<file path="config.mk">
export PLATFORM = sky130hd
export DESIGN_NAME = frame_buffer_arbiter
export DESIGN_NICKNAME = d
export VERILOG_FILES = /design/src/rtl/frame_buffer_arbiter.sv
export SDC_FILE = /design/constraint.sdc
export NUM_CORES = 1
export LEC_CHECK = 0
export BUFFER_PORTS_ARGS = -buffer_cell sky130_fd_sc_hd__buf_2
export CORE_ASPECT_RATIO = 1.25
export CORE_MARGIN = 5
export CORE_UTILIZATION = 51
export CTS_BUF_LIST = sky130_fd_sc_hd__clkbuf_8
export CTS_CLUSTER_DIAMETER = 200
export DETAILED_ROUTE_END_ITERATION = 7
export PLACE_DENSITY_LB_ADDON = 0.08
export RECOVER_POWER = 25
export SYNTH_ARGS = -nofsm -noshare
export SYNTH_HDL_FRONTEND = slang
export SYNTH_SLANG_ARGS = --single-unit
</file>
<file path="constraint.sdc">
create_clock -name rdclk -period 3.2 [get_ports rdclk]
set_input_delay 0.64 -clock rdclk [delete_from_list [all_inputs] [get_ports rdclk]]
set_output_delay 0.64 -clock rdclk [all_outputs]
set_load 0.02 [all_outputs]
</file>
<file path="src/rtl/frame_buffer_arbiter.sv">
// Frame-buffer port arbiter: video FIFO write bursts vs display read bursts.
// Optional macro VIDEO_PRIORITY_EN: video wins every tie instead of round-robin.
module frame_buffer_arbiter #(
    parameter int IMG_WIDTH  = 640,
    parameter int IMG_HEIGHT = 480,
    parameter int BURST_LEN  = 8,
    parameter int ADDR_W     = 22
) (
    input  logic              rdclk,
    input  logic              nReset,
    input  logic              vidAvailable,
    output logic              vidRdreq,
    input  logic [15:0]       vidData,
    input  logic              dispReq,
    input  logic [ADDR_W-1:0] dispAddr,
    output logic              dispGrant,
    output logic [15:0]       dispData,
    output logic              dispValid,
    output logic              dispDone,
    output logic [ADDR_W-1:0] memAddr,
    output logic [15:0]       memWrData,
    output logic              memWrite,
    output logic              memRead,
    input  logic              memWait,
    input  logic [15:0]       memRdData,
    input  logic              memRdValid,
    output logic              frameDone
);

    localparam int FRAME_WORDS = IMG_WIDTH * IMG_HEIGHT;
    localparam int CW = $clog2(BURST_LEN) + 1;
    localparam logic [CW-1:0] BL = CW'(BURST_LEN);
    localparam logic [CW-1:0] BL_M1 = CW'(BURST_LEN - 1);
    localparam logic [ADDR_W-1:0] LAST_ADDR = ADDR_W'(FRAME_WORDS - 1);

    typedef enum logic [1:0] {
        S_IDLE,
        S_WR_BURST,
        S_RD_CMD,
        S_RD_DRAIN
    } state_t;

    state_t r_state;
    state_t w_state_nxt;

    logic [ADDR_W-1:0] r_waddr;
    logic [ADDR_W-1:0] r_raddr;
    logic [CW-1:0]     r_cnt;
    logic [CW-1:0]     r_iss;
    logic [CW-1:0]     r_ret;
    logic              r_pend;
    logic              r_skid_full;
    logic [15:0]       r_skid;
    logic              r_last_disp;
    logic              r_disp_grant;
    logic              r_disp_valid;
    logic [15:0]       r_disp_data;
    logic              r_disp_done;

    logic w_wr_acc;
    logic w_rd_acc;
    logic w_in_rd;
    logic w_rd_ret;
    logic w_last_ret;
    logic w_grant_wr;
    logic w_grant_rd;

    assign w_wr_acc   = (r_state == S_WR_BURST) && r_skid_full && !memWait;
    assign w_rd_acc   = (r_state == S_RD_CMD) && !memWait;
    assign w_in_rd    = (r_state == S_RD_CMD) || (r_state == S_RD_DRAIN);
    assign w_rd_ret   = w_in_rd && memRdValid;
    assign w_last_ret = w_rd_ret && (r_ret == BL_M1);

    assign frameDone = w_wr_acc && (r_waddr == LAST_ADDR);
    assign dispGrant = r_disp_grant;
    assign dispValid = r_disp_valid;
    assign dispData  = r_disp_data;
    assign dispDone  = r_disp_done;

    // Next-state, grant decision and memory command outputs.
    always_comb begin
        w_state_nxt = r_state;
        w_grant_wr  = 1'b0;
        w_grant_rd  = 1'b0;
        vidRdreq    = 1'b0;
        memWrite    = 1'b0;
        memRead     = 1'b0;
        memAddr     = '0;
        memWrData   = '0;
        unique case (r_state)
            S_IDLE: begin
`ifdef VIDEO_PRIORITY_EN
                w_grant_wr = vidAvailable;
`else
                w_grant_wr = vidAvailable && (!dispReq || r_last_disp);
`endif
                w_grant_rd = dispReq && !w_grant_wr;
                if (w_grant_wr)
                    w_state_nxt = S_WR_BURST;
                else if (w_grant_rd)
                    w_state_nxt = S_RD_CMD;
            end
            S_WR_BURST: begin
                // A pending FIFO word counts as skid occupancy.
                vidRdreq  = (r_iss < BL) && !r_pend &&
                            (!r_skid_full || w_wr_acc);
                memWrite  = r_skid_full;
                memAddr   = r_waddr;
                memWrData = r_skid;
                if (w_wr_acc && (r_cnt == BL_M1))
                    w_state_nxt = S_IDLE;
            end
            S_RD_CMD: begin
                memRead = 1'b1;
                memAddr = r_raddr + ADDR_W'(r_cnt);
                if (w_rd_acc && (r_cnt == BL_M1))
                    w_state_nxt = S_RD_DRAIN;
            end
            S_RD_DRAIN: begin
                if (w_last_ret)
                    w_state_nxt = S_IDLE;
            end
            default: w_state_nxt = S_IDLE;
        endcase
    end

    // State register, burst counters, skid and write address.
    always_ff @(posedge rdclk or negedge nReset) begin
        if (!nReset) begin
            r_state      <= S_IDLE;
            r_waddr      <= '0;
            r_raddr      <= '0;
            r_cnt        <= '0;
            r_iss        <= '0;
            r_ret        <= '0;
            r_pend       <= 1'b0;
            r_skid_full  <= 1'b0;
            r_skid       <= '0;
            r_disp_grant <= 1'b0;
        end else begin
            r_state      <= w_state_nxt;
            r_disp_grant <= w_grant_rd;
            if (w_grant_rd)
                r_raddr <= dispAddr;
            if (w_wr_acc)
                r_waddr <= frameDone ? '0 : r_waddr + ADDR_W'(1);
            if (r_state == S_IDLE) begin
                r_cnt       <= '0;
                r_iss       <= '0;
                r_ret       <= '0;
                r_pend      <= 1'b0;
                r_skid_full <= 1'b0;
            end else begin
                r_pend <= vidRdreq;
                if (w_wr_acc || w_rd_acc)
                    r_cnt <= r_cnt + CW'(1);
                if (vidRdreq)
                    r_iss <= r_iss + CW'(1);
                if (w_rd_ret)
                    r_ret <= r_ret + CW'(1);
                if (r_pend) begin
                    r_skid      <= vidData;
                    r_skid_full <= 1'b1;
                end else if (w_wr_acc) begin
                    r_skid_full <= 1'b0;
                end
            end
        end
    end

    // Registered read-return path toward the display.
    always_ff @(posedge rdclk or negedge nReset) begin
        if (!nReset) begin
            r_disp_valid <= 1'b0;
            r_disp_data  <= '0;
            r_disp_done  <= 1'b0;
        end else begin
            r_disp_valid <= w_rd_ret;
            r_disp_done  <= w_last_ret;
            if (w_rd_ret)
                r_disp_data <= memRdData;
        end
    end

`ifndef VIDEO_PRIORITY_EN
    // Round-robin memory of who was served last.
    always_ff @(posedge rdclk or negedge nReset) begin
        if (!nReset)
            r_last_disp <= 1'b1;
        else if (w_grant_wr)
            r_last_disp <= 1'b0;
        else if (w_grant_rd)
            r_last_disp <= 1'b1;
    end
`else
    assign r_last_disp = 1'b0;
`endif

endmodule

</file>
==> qor.txt, run 1 <==
htree depth: 3
routability cong.: 0.941
Post-Layout Cell Count: 742
clock buffer depth: 2
cells after synthesis: 490
most frequent cells in the layout: 120 x buf_2, 95 x dfrtp_1, 93 x nand2_1
gr usage total: 19.8%
worst reg2reg path endpoint: r_ret[3]
Synth warnings: 0
Worst-Margin Slew: 1850 ps
period utilization: 95.8%
DP Area: 5740 um2
Routed wire per std cell: 15.4 um
Max Slew Vio Count: 85
critical-path cell list: ha_1 > inv_1 > fa_1 > nor2b_1 > o21ai_2 > a211oi_1 > xnor2_1 > o21ai_0 > buf_2
slew margin rel.: -23.5%
# IOs: 121
global-route wire length before repair: 18800 um
Root Buffer: clkbuf_8
# DRC: 0
post-route cell area: 5950 um2
Avg Cell Area, Syn: 10.2 um2
via/cell ratio: 5.23
Area growth syn-to-layout: 19.2%
crit path DAT: 2420 ps
DRT antenna net count: 0
TritonCTS sink count: 96
unrepaired setup endpoints after global routing: true
I/O Buffers: 120
post-synthesis register bit count: 96
Post-synth EDFFs: 0
Final Skew: 7.77 ps
Overflow after GRT: 0
violated checks: capacitance limit, slew limit
ys flop type: dfrtp_1
min cycle time layout: 3060 ps
cells on worst reg2reg path: 8
Fmax achieved: 0.326 GHz
Post-Syn Area: 4990 um2
Crit Path Class: register to output port
CP max FO: 9
drt pass-1 iters: 6
n_diodes: 0
P per Cell Area: 845 nW/um2
Core Area: 9610 um2
initial antenna violation count: 0
min-delay worst type: primary input to asynchronous set/reset pin
r2r setup slk: 1010 ps
hold_ws: 301 ps
most common cell after layout, fill and taps aside: buf_2
WL final: 11400 um
FP Rows: 40
Crit-path slowest cell: fa_1
via count: 3884
largest net degree at the start of global routing: 85
vias in the first global route: 4032
Die Height: 121 um
Max-Cap Viols: 1
CTS clock-pin slew for the worst setup and hold paths: 90 ps
leakage power: 2.88 nW
Initial Util: 52.0%
Final setup viols: 0
hold violation count in the final report: 0
post-DP HPWL: 8530 um
# hold bufs at CTS: 0
placed cell count: 725
CP required: 2560 ps
Startpoint Class: register
Nets: 685
outcome: complete, but fails checks
CTS tree: built
Async S/R FF share, synth: 100%
Num CTS Buffers: 9
CP endpoint kind: output port
DRC marker count from the first detailed-route iteration: 132
Unique masters post-synth: 51
Chip Width: 98.5 um
crit-path max cell delay: 400 ps
Worst-Skew Late Latency: 370 ps
syn nets: 564
Reg2Reg Launch Point: r_state[0]
VDD IR max: 0.407 mV
layout cell share with drive strength beyond 1: 32.3%
die area: 11900 um2
fraction of the yosys area taken by sequential cells: 48.1%
==> cells by family after synthesis <==
logic type | synth area share, %
muxes | 9.15
DFF | 48.1
and+or+nand+nor | 20.7
buffers and inverters | 2.78
AOI/OAI and AO/OA | 8.22
xor gates and xnor gates | 7.37
adders and majority gates | 3.66
==> how the worst max path moves through the flow <==
stage                         from           to  slack [ps]  cells past startpoint
after global placement    r_cnt[0]  memAddr[12]         440                      9
after CTS                 r_cnt[1]   memAddr[7]          20                      7
after detailed placement  r_cnt[0]  memAddr[12]         360                      9
final                     r_cnt[0]  memAddr[18]         140                      9
after floorplan           r_cnt[0]  memAddr[12]         410                      8
after global routing      r_cnt[0]  memAddr[20]         -60                      9
==> registers in the layout, indices dropped and copies added (netlist names) <==
name and count:
r_raddr 22, r_waddr 22, dispData 16, r_skid 16
r_cnt 4, r_iss 4, r_ret 4, r_state 2
dispDone 1, dispGrant 1, dispValid 1, r_last_disp 1
r_pend 1, r_skid_full 1
==> what timing repair did <==
item / in CTS / in global routing
setup buffers: 0 / 1
pin swaps: 0 / 1
hold endpoints to repair: 0 / 0
gates resized for setup: 2 / 2
setup endpoints to repair: 7 / 18
==> cell type report <==
type                       count  area (um2)
fill                         889        3660
multi-input combinational    361        2460
sequential                    96        2400
timing repair buffer         128         657
tap                          126         158
clock buffer                   9         124
clock inverter                 7        88.8
inverter                      15        56.3
==> per-stage QoR <==
stage	TNS (ps)	setup WS [ps]	util, %	total power, mW
3_3_place_gp	0	441	59.7	4.13
5_1_grt	-199	-64.1	61.9	5.39
3_5_place_dp	0	363	59.7	4.21
6_report	0	136	61.9	5.03
2_1_floorplan	0	410	-	3.48
4_1_cts	0	15.8	62.0	5.09
==> power breakdown <==
group / leakage [nW] / switching (mW) / total (mW) / internal [mW]
Clock: 0.112 / 0.425 / 0.860 / 0.435
Combinational: 1.55 / 1.24 / 2.15 / 0.912
Sequential: 1.21 / 0.376 / 2.02 / 1.65
==> worst max-delay path: cells and delay by family, from the launching register on <==
family                     cells  cell delay, ps
adders and majority gates      2             600
AOI/OAI and AO/OA              3             590
and+or+nand+nor                1             150
xor gates and xnor gates       1              90
buffers and inverters          2             250
DFF                            1             390
==> synth_stat cells, drive strengths merged (11+ instances only) <==
library cell | count | area share, %
dfrtp | 95 | 48
nand2 | 94 | 7.1
mux2 | 37 | 8.3
o21ai | 35 | 3.7
xnor2 | 31 | 5.4
nor2 | 29 | 2.5
and2 | 18 | 2.3
inv | 14 | 1.1
ha | 13 | 3.3
a21oi | 11 | 1.1
nand3 | 11 | 1.1
xor2 | 11 | 1.9
==> layer usage <==
layer / up-vias / routed length [um] / track usage [%]
li1: 1915 / - / -
met1: 1865 / 4740 / 23.5
met2: 88 / 5910 / 33.8
met3: 16 / 520 / 4.33
met4: 0 / 257 / 9.56
met5: - / 0 / 0
Power figures use the tool's default switching activity.
==> run 2, diff against run 1 <==
--- a/config.mk
+++ b/config.mk
@@ -14,6 +14,7 @@
 export DETAILED_ROUTE_END_ITERATION = 7
 export PLACE_DENSITY_LB_ADDON = 0.08
 export RECOVER_POWER = 25
+export SKIP_CTS_REPAIR_TIMING = 1
 export SYNTH_ARGS = -nofsm -noshare
 export SYNTH_HDL_FRONTEND = slang
 export SYNTH_SLANG_ARGS = --single-unit
==> constraint.sdc (replaced) <==
create_clock -name rdclk -period 3.2 [get_ports rdclk]
set_input_delay 0.64 -clock rdclk [delete_from_list [all_inputs] [get_ports rdclk]]
set_output_delay 0.64 -clock rdclk [all_outputs]
set_load 0.005 [all_outputs]
==> qor.txt, run 2 (synthesis gave the netlist of run 1 again) <==
DRT antenna net count: 0
global-route wire length before repair: 19200 um
Routed wire per std cell: 15.4 um
met3 Usage GRT: 4.21%
CP required: 2560 ps
multi-input logic area: 2480 um2
Final Skew: 6.88 ps
Regs by FF count: r_raddr x22, r_waddr x22
period utilization: 94.3%
via/cell ratio: 5.30
DRC marker count from the first detailed-route iteration: 105
crit path DAT: 2380 ps
hold violation count in the final report: 0
Net Sw Power: 1.72 mW
min cycle time layout: 3020 ps
internal power: 2.94 mW
clock network power share: 17.2%
gr usage total: 20.1%
Seq pwr share: 43.4%
Startpoint Class: register
# IOs: 121
initial antenna violation count: 0
drt pass-1 iters: 4
Post-Layout Cell Count: 742
die area: 11900 um2
Overflow after GRT: 0
post-DP HPWL: 8620 um
GR Util met2: 34.7%
slew margin rel.: 24.8%
I/O Buffers: 120
VDD IR max: 0.431 mV
min-delay worst type: primary input to asynchronous set/reset pin
sw frac: 36.9%
routability cong.: 0.942
Nets: 686
Worst-Margin Slew: 1130 ps
crit path from: r_cnt[0]
Sequential Area: 2400 um2
Max-Cap Viols: 0
Reg2Reg Launch Point: r_state[0]
Num CTS Buffers: 9
clock buffer depth: 2
setup TNS: 0 ps
n_diodes: 0
Area growth syn-to-layout: 19.3%
M1 GR Usage: 24.4%
TritonCTS sink count: 96
via count: 3930
layout cell share with drive strength beyond 1: 32.8%
CP max FO: 9
Worst-Skew Late Latency: 360 ps
Crit Path Class: register to output port
CP endpoint kind: output port
Chip Width: 98.5 um
Final setup viols: 0
placed cell count: 725
P per Cell Area: 781 nW/um2
Root Buffer: clkbuf_8
Initial Util: 52.0%
Fmax achieved: 0.331 GHz
Max Slew Vio Count: 0
most common cell after layout, fill and taps aside: buf_2
Gate power share: 39.4%
vias in the first global route: 4054
Die Height: 121 um
FP Rows: 40
GR peak layer: met2
leakage power: 2.87 nW
Core Area: 9610 um2
WL final: 11400 um
CTS tree: built
most frequent cells in the layout: 119 x buf_2, 95 x dfrtp_1, 93 x nand2_1
htree depth: 3
outcome: finished, final reports clean
CTS clock-pin slew for the worst setup and hold paths: 90 ps
fillcell total: 867
# DRC: 0
largest net degree at the start of global routing: 85
## run 2: layer usage
| metal | vias to the layer above | share of wire (%) |
|---|---|---|
| li1 | 1918 | - |
| met1 | 1909 | 41 |
| met2 | 86 | 52 |
| met3 | 17 | 4.4 |
| met4 | 0 | 2.3 |
| met5 | - | 0 |
## run 2: final timing paths
check                      slack [ps]     endpoint  cells past startpoint
max in group asynchronous        1230   r_raddr[4]                      2
min                               310  r_raddr[11]                      1
min reg2reg                       480  dispData[3]                      2
max reg2reg                       980     r_ret[3]                      8
max                               180  memAddr[12]                      9
min in group rdclk                460  dispData[8]                      3
## run 2: stage by stage
step           hold slack (ps)  worst slack, ps  instance area [um2]  total power [mW]  util (%)
2_1_floorplan              344              717                 4990              3.15         -
3_3_place_gp               453              490                 5740              3.80      59.7
3_5_place_dp               460              404                 5740              3.88      59.7
4_1_cts                    102            -10.2                 5930              4.70      61.7
5_1_grt                    367            -9.78                 5960              5.02      62.0
6_report                   307              183                 5960              4.65      62.0
## run 2: area by class of cell
class,instances,share of cell area (%)
Multi-Input combinational cell,361,41.6
Sequential cell,96,40.4
Timing Repair Buffer,129,11.2
Tap cell,126,2.65
Clock buffer,10,2.31
Clock inverter,5,0.945
Inverter,15,0.945
## run 2: worst max-delay path, stage by stage (launching register included)
cell and delay, ps:
dfrtp_1 390, ha_1 200, inv_1 60, fa_1 410, nor2b_2 170, o21ai_4 110, a211oi_2 250, xnor2_1 90
o21ai_0 180, buf_2 150
## run 2: power by group through the flow
stage	registers, mW	logic [mW]	clock network (mW)
2_1_floorplan	1.94	1.21	0
3_3_place_gp	2.02	1.77	0
3_5_place_dp	2.05	1.83	0
4_1_cts	2.02	1.84	0.832
5_1_grt	2.08	2.06	0.886
6_report	2.02	1.83	0.800
